<file path="config.mk">
export PLATFORM = sky130hd
export DESIGN_NAME = inst_axi_bridge
export DESIGN_NICKNAME = d
export VERILOG_FILES = /design/src/rtl/inst_axi_bridge.sv
export SDC_FILE = /design/constraint.sdc
export NUM_CORES = 1
export LEC_CHECK = 0
export ABC_AREA = 1
export BUFFER_PORTS_ARGS = -buffer_cell sky130_fd_sc_hd__buf_2
export CAP_MARGIN = 25
export CORE_MARGIN = 2
export CORE_UTILIZATION = 42
export DETAILED_ROUTE_END_ITERATION = 6
export GPL_TIMING_DRIVEN = 0
export MAX_ROUTING_LAYER = met4
export PLACE_DENSITY = 0.82
export SLEW_MARGIN = 30
export SYNTH_ARGS = -nofsm -noshare
export SYNTH_HDL_FRONTEND = slang
export SYNTH_SLANG_ARGS = --single-unit
export TNS_END_PERCENT = 10
</file>
<file path="constraint.sdc">
create_clock -name clk -period 4.2 [get_ports clk]
set_clock_uncertainty 0.1 [all_clocks]
set_input_delay 0 -clock clk [delete_from_list [all_inputs] [get_ports clk]]
set_output_delay 0 -clock clk [all_outputs]
set_load 0.05 [all_outputs]
</file>
<file path="src/rtl/inst_axi_bridge.sv">
// Instruction-side SRAM-like to AXI read bridge: one single-beat read in flight at a time.
// Write-related request fields are ignored; every accepted request becomes an AXI read.
module inst_axi_bridge #(
  parameter logic [3:0] AXI_ID = 4'd0
) (
  input  logic        clk,
  input  logic        reset,
  input  logic        inst_sram_en,
  input  logic        inst_sram_wr,
  input  logic [1:0]  inst_sram_size,
  input  logic [3:0]  inst_sram_wen,
  input  logic [31:0] inst_sram_addr,
  input  logic [31:0] inst_sram_wdata,
  output logic        inst_sram_addr_ok,
  output logic        inst_sram_data_ok,
  output logic [31:0] inst_sram_rdata,
  output logic [3:0]  arid,
  output logic [31:0] araddr,
  output logic [7:0]  arlen,
  output logic [2:0]  arsize,
  output logic [1:0]  arburst,
  output logic [1:0]  arlock,
  output logic [3:0]  arcache,
  output logic [2:0]  arprot,
  output logic        arvalid,
  input  logic        arready,
  input  logic [3:0]  rid,
  input  logic [31:0] rdata,
  input  logic [1:0]  rresp,
  input  logic        rlast,
  input  logic        rvalid,
  output logic        rready
);

  localparam logic [1:0] ST_IDLE = 2'd0;
  localparam logic [1:0] ST_AR   = 2'd1;
  localparam logic [1:0] ST_R    = 2'd2;
  localparam logic [1:0] ST_DONE = 2'd3;

  logic [1:0]  r_state;
  logic [31:0] r_addr;
  logic [1:0]  r_size;
  logic [31:0] r_rdata;
  logic        w_rbeatOurs;
  logic        w_unused;

  assign w_rbeatOurs = rvalid && (rid == AXI_ID);
  assign w_unused    = &{1'b0, inst_sram_wr, inst_sram_wen, inst_sram_wdata, rresp, rlast};

  // A beat with a foreign ID is still handshaken (rready high) but simply dropped.
  always_ff @(posedge clk) begin
    if (reset) begin
      r_state <= ST_IDLE;
      r_addr  <= 32'h0;
      r_size  <= 2'b00;
      r_rdata <= 32'h0;
    end else begin
      case (r_state)
        ST_IDLE: begin
          if (inst_sram_en) begin
            r_addr  <= inst_sram_addr;
            r_size  <= inst_sram_size;
            r_state <= ST_AR;
          end
        end
        ST_AR: begin
          if (arready) r_state <= ST_R;
        end
        ST_R: begin
          if (w_rbeatOurs) begin
            r_rdata <= rdata;
            r_state <= ST_DONE;
          end
        end
        default: r_state <= ST_IDLE;
      endcase
    end
  end

  // Handshake outputs are masked while reset is asserted so nothing leaks out mid-reset.
  assign inst_sram_addr_ok = !reset && (r_state == ST_IDLE) && inst_sram_en;
  assign inst_sram_data_ok = !reset && (r_state == ST_DONE);
  assign inst_sram_rdata   = r_rdata;

  assign arvalid = !reset && (r_state == ST_AR);
  assign rready  = !reset && (r_state == ST_R);
  assign araddr  = r_addr;
  assign arsize  = {1'b0, r_size};
  assign arid    = AXI_ID;
  assign arlen   = 8'd0;
  assign arburst = 2'b01;
  assign arlock  = 2'b00;
  assign arcache = 4'b0000;
  assign arprot  = 3'b000;

endmodule
</file>
==> results.py, run 1 <==
metrics = {
    "status": {
        "status": "completed",
    },
    "synth": {
        "synth_edf_count": 0,
        "synthTopCellsByCount": "nor2_1, dfxtp_1, o21ai_0",
        "synth.distinct_cells": 19,
        "yosys.area.top_type": "dfxtp_1",
        "ys_seq_area_share_pct": 50.60,
        "ys_seq_elements": 68,
        "synthArstFlopShare_pct": 0,
        "yosys.area.top_type_share_pct": 50.60,
        "yosys.cell_count.top_type": "nor2_1",
        "synthCells": 347,
        "yosysWarnings": 0,
        "synth.avg_cell_area_um2": 7.752,
        "synth_area_um2": 2690,
        "synth.area.top_cells": "dfxtp_1, nor2_1, o21ai_0",
        "ys.flop_type": "dfxtp_1",
    },
    "job": {
        "drv_cap": 0,
    },
    "grt": {
        "use_met2_pct": 45.09,
        "grt-busiest-layer": "met2",
        "antenna_found_initial": 0,
        "grt_usage_pct": 24.29,
        "met3_usage_pct": 5.539,
        "grt_max_degree": 13,
        "grt_pass1_wl_mm": 13.34,
        "overflow": 0,
        "grt_use_met1_pct": 24.60,
        "grt_pass1_vias": 3005,
    },
    "cts": {
        "cts.sinks": 68,
        "cts-root-buf": "clkbuf_8",
        "cts_tree": "done",
        "hold_buffers": 67,
        "htreeDepth": 3,
        "cts_buffer_depth": 2,
        "clk_pin_slew_worst_paths_ns": 0.07,
        "worstSkewPairLatency_ns": 0.34,
        "cts_made_buffers": 9,
        "postCtsSetupBuffers": 0,
        "post_cts_resized": 0,
    },
    "timing": {
        "setup_viol": 0,
        "fin_crit_ns": 2.028,
        "finalHoldViolations": 0,
        "setup-tns-final_ns": 0,
        "hold_ws_ns": 0.007323,
        "rsz0062_at_grt": "no",
        "fmax_ghz": 0.4930,
        "slew_violations": 0,
        "finalCritPeriodShare_pct": 48.29,
        "setup_slack_ns": 2.172,
    },
    "power": {
        "p_int_mw": 1.460,
        "p_comb_share_pct": 38.0,
        "finalPower_mw": 2.426,
        "switching_share_pct": 39.81,
        "clkPwrFrac_pct": 28.8,
        "power_frac_seq_pct": 33.2,
        "p_per_area_nw_per_um2": 536.4,
        "leakagePower_nw": 2.286,
        "switching_power_mw": 0.9659,
        "ir_drop_mv": 0.3434,
    },
    "routing": {
        "vias": 3064,
        "drtIter0Drc": 104,
        "wire_per_inst_um": 12.43,
        "drc": 0,
        "totalWireLength_mm": 8.364,
        "ant_nets": 0,
        "viasPerCell": 4.553,
        "dr.pass1.iters": 4,
    },
    "worst_setup_path": {
        "cp.required_ns": 4.10,
        "crit_fanout": 10,
        "criticalPathCategory": "register to primary output",
        "crit_family": "buffers and inverters",
        "cp_slowest_stage_delay_ns": 0.39,
        "crit_arrival_ns": 1.93,
        "worstSetupStartpointType": "register",
        "crit_chain": "inv_1 > ha_1 > nand2_1 > clkbuf_1 > nor2_1 > buf_2",
        "cp-end-kind": "primary output",
        "critical-path-slowest-cell": "dfxtp_1",
        "worst-path-buf-inv": 3,
    },
    "cells_and_area": {
        "n_antenna_cell": 0,
        "seq_area_um2": 1361,
        "multi_input_area_um2": 1076,
        "fillCellCount": 480,
        "area_growth_pct": 68.14,
        "drive_gt1_share_pct": 33.89,
        "post-route-util_pct": 72.06,
        "finalNetCount": 710,
    },
    "min_path": {
        "min_path_type": "primary input to register",
    },
    "placed_design": {
        "dpl_worst_slack_ns": 2.511,
        "io_buffer_count": 144,
        "dpl.hpwl_mm": 5.146,
        "place_congestion": 0.7852,
    },
    "floorplan": {
        "initial_utilization_pct": 42.85,
        "die_y_um": 84.03,
        "die_area_um2": 7061,
        "coreArea_um2": 6277,
        "chipWidth_um": 84.03,
        "row_count": 29,
        "io_pins": 209,
    },
}
[placed cells by master, fill, tap and decap left out, types with 4 or more instances in the layout]
cell and count:
ha_1 4, nor2_1 138, conb_1 24, buf_2 145, buf_4 27, o21ai_0 67, bufinv_16 4, dfxtp_1 68
dlygate4sd3_1 67, nand2_1 5, clkbuf_2 5, clkbuf_1 7, inv_1 8, clkbuf_8 9
[per-layer routing]
layer	share of wire, %	wire (µm)
met5	0	0
met4	1.3	112
met3	6.3	525
met2	54	4509
met1	38	3216
[logic make-up after synthesis]
logic type	Yosys count	share of synthesized area (%)
AOI/OAI and AO/OA	70	13.02
adders and majority gates	4	1.861
buffers and inverters	54	12.46
DFF	68	50.60
other	2	0.2792
and+or+nand+nor	149	21.77
[worst reg2reg max path, cell delays in order, from the launching register on]
cell and delay [ns]:
dfxtp_1 0.39, inv_1 0.08, ha_1 0.23, nand2_1 0.25
clkbuf_1 0.36, o21ai_0 0.17, nor2_1 0.11
[power groups by stage]
stage	sequential, mW	combinational [mW]	clock, mW
after global placement	0.811	0.851	0
final	0.805	0.921	0.700
after detailed placement	0.817	0.863	0
after floorplan	1.15	0.328	0
after CTS	0.802	0.912	0.717
after global routing	0.816	0.985	0.742
[final cells by class]
type                       instances  share of cell area [%]
tap                               77                   2.130
inverter                          11                  0.9405
multi-input combinational        247                   23.79
clock buffer                       9                   2.739
sequential                        68                   30.10
clock inverter                     7                   3.071
buffer                            43                   6.473
timing repair buffer             211                   30.76
[worst paths after layout]
check / startpoint / end / slack, ns / cells after the start
max reg2reg: r_state[0]$_SDFFE_PP0P_ / araddr[7]$_SDFFE_PP0P_ / 2.45 / 6
min reg2reg: r_size[1]$_SDFFE_PP0P_ / r_size[1]$_SDFFE_PP0P_ / 0.38 / 2
max: r_state[0]$_SDFFE_PP0P_ / inst_sram_addr_ok / 2.17 / 6
min: rid[0] / inst_sram_rdata[0]$_SDFFE_PP0P_ / 0.007 / 5
[state kept, by name, summed over array words and instances (netlist names)]
register,flops
araddr,32
inst_sram_rdata,32
r_size,2
r_state,2
[through the flow]
step                      instances  cell area, µm²
after floorplan                 369            2773
after global placement          590            3590
after detailed placement        590            3590
after CTS                       673            4523
after global routing            673            4523
final                           673            4523
No activity file was read; power rests on OpenSTA's default activity.
==> run 2, diff against run 1 <==
CORE_UTILIZATION = 39   (was 42)
PLACE_DENSITY = 0.77   (was 0.82)
clock period = 2 ns   (was 4.2 ns; I/O delays follow)
==> run 2 against run 1 <==
Final cell count grew 0.15%. Wire length grew 0.56%. Die area grew 7.3%. Count of clock-buffer cells in the layout grew 1. Sequential cell count is the same. Via count shrank 0.55%. Critical path depth is the same. First-iteration DRC count shrank 14%.
==> results.py, run 2 (same netlist as run 1, synthesis figures left out) <==
metrics = {
    "status": {
        "status": "completed",
    },
    "routing": {
        "dr.pass1.iters": 4,
        "totalWireLength_mm": 8.411,
        "drtIter0Drc": 89,
        "wire_per_inst_um": 12.48,
        "drc": 0,
        "vias": 3047,
        "viasPerCell": 4.521,
        "ant_nets": 0,
    },
    "floorplan": {
        "initial_utilization_pct": 40.04,
        "coreArea_um2": 6719,
        "chipWidth_um": 87.05,
        "die_area_um2": 7578,
        "die_y_um": 87.05,
        "row_count": 30,
        "io_pins": 209,
    },
    "worst_setup_path": {
        "rr_startpoint": "r_state[0]$_SDFFE_PP0P_",
        "cp.required_ns": 2.13,
        "rr_endpoint": "inst_sram_rdata[0]$_SDFFE_PP0P_",
        "worstRegToRegCells": 6,
        "ff2ff_setup_slack_ns": 0.15,
        "crit_fanout": 6,
        "cp-end-kind": "register",
        "criticalPathCategory": "register to register",
        "crit_arrival_ns": 1.98,
        "worstSetupStartpointType": "register",
    },
    "placed_design": {
        "dpl.hpwl_mm": 5.339,
        "io_buffer_count": 144,
        "place_congestion": 0.7834,
    },
    "min_path": {
        "min_path_cells": 5,
        "hp-start": "rid[0]",
        "min_path_type": "primary input to register",
        "holdPathEnd": "inst_sram_rdata[31]$_SDFFE_PP0P_",
    },
    "timing": {
        "slew_violations": 0,
        "hold_ws_ns": 0.01364,
        "fin_crit_ns": 1.852,
        "finalCritPeriodShare_pct": 92.59,
        "setup-tns-final_ns": 0,
        "fmax_ghz": 0.5400,
        "finalHoldViolations": 0,
        "rsz0062_at_grt": "yes",
        "setup_viol": 0,
    },
    "cts": {
        "cts-root-buf": "clkbuf_8",
        "clk_pin_slew_worst_paths_ns": 0.07,
        "htreeDepth": 3,
        "cts.sinks": 68,
        "worstSkewPairLatency_ns": 0.32,
        "cts_made_buffers": 9,
        "cts_buffer_depth": 2,
        "cts_tree": "done",
        "postCtsSetupBuffers": 0,
    },
    "cells_and_area": {
        "post-route-util_pct": 66.31,
        "drive_gt1_share_pct": 34.18,
        "n_antenna_cell": 0,
        "fillCellCount": 552,
        "final_common_cell": "buf_2",
        "final_cell_mix": "buf_2, nor2_1, dfxtp_1",
        "area_growth_pct": 65.63,
        "finalNetCount": 709,
    },
    "grt": {
        "grt_max_degree": 19,
        "overflow": 0,
        "grt_usage_pct": 22.36,
        "antenna_found_initial": 0,
        "grt_pass1_vias": 2925,
        "grt_pass1_wl_mm": 12.89,
    },
    "power": {
        "finalPower_mw": 4.717,
        "ir_drop_mv": 0.6262,
        "p_per_area_nw_per_um2": 1059,
        "leakagePower_nw": 2.248,
    },
    "job": {
        "drv_cap": 0,
    },
}
run 2: timing repair:
| action | 4_1_cts | 5_1_grt |
|---|---|---|
| pin swaps | 0 | 0 |
| endpoints found under the setup margin | 1 | 30 |
| hold buffers | 67 | 0 |
| hold endpoints to repair | 66 | 0 |
| cloned | 0 | 0 |
| resized for setup | 0 | 2 |
run 2: layer usage:
| metal | vias to the layer above | wire, µm | global-route usage, % |
|---|---|---|---|
| met1 | 1349 | 3345 | 23.09 |
| met2 | 139 | 4228 | 39.42 |
| met5 | - | 0 | - |
| met4 | 0 | 255 | 12.22 |
| met3 | 27 | 582 | 4.645 |
| li1 | 1532 | - | - |
run 2: per-stage QoR:
stage          worst slack [ns]  std cells  instance area, µm²
2_1_floorplan            0.3476        369                2773
3_3_place_gp             0.3114        593                3593
3_5_place_dp             0.2730        593                3593
4_1_cts                 0.05656        674                4451
5_1_grt               -0.007334        674                4456
6_report                 0.1483        674                4456
run 2: power breakdown:
| group | leakage, nW | internal (mW) | switching, mW | total (mW) |
|---|---|---|---|---|
| registers | 0.556 | 1.57 | 0.113 | 1.69 |
| clock network | 0.0979 | 0.597 | 0.501 | 1.10 |
| logic | 1.59 | 0.540 | 1.39 | 1.93 |
run 2: how the worst max path moves through the flow:
stage	from	to	slack, ns	depth (start not counted)
after floorplan	r_state[0]$_SDFFE_PP0P_	inst_sram_addr_ok	0.35	5
after global placement	r_state[0]$_SDFFE_PP0P_	araddr[3]$_SDFFE_PP0P_	0.31	6
after detailed placement	r_state[0]$_SDFFE_PP0P_	araddr[30]$_SDFFE_PP0P_	0.27	6
after CTS	r_state[0]$_SDFFE_PP0P_	araddr[30]$_SDFFE_PP0P_	0.06	6
final	r_state[0]$_SDFFE_PP0P_	inst_sram_rdata[0]$_SDFFE_PP0P_	0.15	6
after global routing	r_state[0]$_SDFFE_PP0P_	araddr[28]$_SDFFE_PP0P_	-0.007	6
run 2: layout make-up:
type | count | area [µm²] | area share [%]
clock inverter | 5 | 52.55 | 1.179
multi-input combinational | 247 | 1081 | 24.26
buffer | 42 | 289.0 | 6.487
timing repair buffer | 211 | 1391 | 31.23
clock buffer | 10 | 137.6 | 3.089
sequential | 68 | 1361 | 30.55
tap | 80 | 100.1 | 2.247
inverter | 11 | 42.54 | 0.9548
run 2: worst max-delay path, cell delays in order (launching register included):
cell	delay, ns
dfxtp_1	0.34
inv_1	0.10
ha_2	0.23
nand4_4	0.17
o21ai_0	0.20
dlygate4sd3_1	0.58
nor2_1	0.04
==> run 3, diff against run 2 <==
--- a/config.mk
+++ b/config.mk
@@ -12,2 +12,3 @@
 export CORE_UTILIZATION = 39
+export CTS_CLUSTER_SIZE = 24
 export DETAILED_ROUTE_END_ITERATION = 6
--- a/constraint.sdc
+++ b/constraint.sdc
@@ -4,2 +4,2 @@
 set_output_delay 0 -clock clk [all_outputs]
-set_load 0.05 [all_outputs]
+set_load 0.02 [all_outputs]
==> run 3 against run 2 <==
Count of clock-buffer cells in the layout unchanged. Sequential cell count unchanged. Critical path depth unchanged. Combinational power is 28% lower. Utilization is 0.074 points higher. Clock power hardly changed. Wire length grew 0.14%. Die area stayed put. Via count fell by 0.39%. Register-to-register slack about the same. Worst setup slack is essentially flat.
==> results.py, run 3 (same netlist as run 1, synthesis figures left out) <==
metrics = {
    "cts": {
        "cts_made_buffers": 9,
        "cts-root-buf": "clkbuf_8",
        "worstSkewPairLatency_ns": 0.32,
        "cts_tree": "done",
        "cts_buffer_depth": 2,
        "postCtsSetupBuffers": 0,
        "cts.sinks": 68,
        "clk_pin_slew_worst_paths_ns": 0.07,
        "htreeDepth": 3,
    },
    "timing": {
        "rsz0062_at_grt": "no",
        "setup_viol": 0,
        "setup-tns-final_ns": 0,
        "fmax_ghz": 0.5400,
        "finalCritPeriodShare_pct": 92.60,
        "hold_ws_ns": 0.01308,
        "slew_violations": 0,
        "fin_crit_ns": 1.852,
        "finalHoldViolations": 0,
    },
    "routing": {
        "drtIter0Drc": 77,
        "ant_nets": 0,
        "dr.pass1.iters": 4,
        "vias": 3035,
        "wire_per_inst_um": 12.48,
        "drc": 0,
        "viasPerCell": 4.496,
        "totalWireLength_mm": 8.423,
    },
    "cells_and_area": {
        "n_antenna_cell": 0,
        "finalNetCount": 710,
        "area_growth_pct": 65.81,
        "fillCellCount": 549,
        "drive_gt1_share_pct": 34.29,
        "final_cell_mix": "buf_2, nor2_1, dfxtp_1",
        "final_common_cell": "buf_2",
    },
    "floorplan": {
        "initial_utilization_pct": 40.04,
        "die_y_um": 87.05,
        "io_pins": 209,
        "die_area_um2": 7578,
        "chipWidth_um": 87.05,
        "row_count": 30,
        "coreArea_um2": 6719,
    },
    "grt": {
        "use_met2_pct": 39.42,
        "grt_pass1_wl_mm": 12.91,
        "grt-busiest-layer": "met2",
        "grt_use_met1_pct": 23.14,
        "grt_usage_pct": 22.38,
        "grt_max_degree": 12,
        "grt_pass1_vias": 2943,
        "overflow": 0,
        "antenna_found_initial": 0,
        "met3_usage_pct": 4.645,
    },
    "worst_setup_path": {
        "cp.required_ns": 2.13,
        "cp-end-kind": "register",
        "crit_fanout": 6,
        "crit_arrival_ns": 1.98,
        "criticalPathCategory": "register to register",
        "worstSetupStartpointType": "register",
    },
    "power": {
        "leakagePower_nw": 2.252,
        "p_per_area_nw_per_um2": 935.5,
        "finalPower_mw": 4.173,
        "ir_drop_mv": 0.5552,
    },
    "status": {
        "status": "completed",
    },
    "placed_design": {
        "io_buffer_count": 144,
        "place_congestion": 0.7834,
        "dpl.hpwl_mm": 5.339,
    },
    "min_path": {
        "min_path_type": "primary input to register",
    },
    "job": {
        "drv_cap": 0,
    },
}
-- run 3: cell count changes in the layout (fill, tap and decap cells not counted) --
| cell | delta |
|---|---|
| clkbuf_2 | +1 |
-- run 3: path summary, 6_finish.rpt --
| kind | start | end | slack (ns) | depth (start not counted) |
|---|---|---|---|---|
| max | r_state[0]$_SDFFE_PP0P_ | inst_sram_rdata[0]$_SDFFE_PP0P_ | 0.15 | 6 |
| min | rid[0] | inst_sram_rdata[31]$_SDFFE_PP0P_ | 0.01 | 5 |
| max reg2reg | r_state[0]$_SDFFE_PP0P_ | inst_sram_rdata[0]$_SDFFE_PP0P_ | 0.15 | 6 |
| min reg2reg | araddr[4]$_SDFFE_PP0P_ | araddr[4]$_SDFFE_PP0P_ | 0.38 | 2 |
-- run 3: power by group --
part	switching [mW]	internal, mW	total (mW)
sequential	0.114	1.57	1.69
combinational	0.846	0.543	1.39
clock	0.500	0.596	1.10
-- run 3: worst max-delay path, cell delays in order, from the launching register on --
cell and delay, ns:
dfxtp_1 0.34, inv_1 0.10, ha_2 0.23, nand4_4 0.17, o21ai_0 0.20, dlygate4sd3_1 0.58, nor2_1 0.04
-- run 3: layout make-up --
cell class	instances	area, µm²	share of cell area, %
Sequential cell	68	1361	30.52
Clock buffer	10	137.6	3.086
Tap cell	80	100.1	2.244
Multi-Input combinational cell	247	1081	24.24
Buffer	43	294.0	6.592
Inverter	11	42.54	0.9537
Timing Repair Buffer	211	1391	31.19
Clock inverter	5	52.55	1.178
-- run 3: through the flow --
step / cells / worst slack (ns) / utilization (%) / cell area [µm²]
after floorplan: 369 / 0.6274 / - / 2773
after global placement: 593 / 0.3114 / 53.48 / 3593
after detailed placement: 593 / 0.2730 / 53.48 / 3593
after CTS: 675 / 0.02392 / 66.29 / 4454
after global routing: 675 / 0.006944 / 66.39 / 4461
final: 675 / 0.1480 / 66.39 / 4461
-- run 3: repair_timing --
item / 4_1_cts / 5_1_grt
hold buffers: 67 / 0
endpoints found under the hold margin: 66 / 0
setup endpoints to repair: 0 / 2
gates resized for setup: 0 / 4
-- run 3: per-layer routing --
metal  vias up  routed length, µm
li1       1534                  -
met1      1347               3380
met2       127               4220
met3        27                560
met4         0                261
met5         -                  0
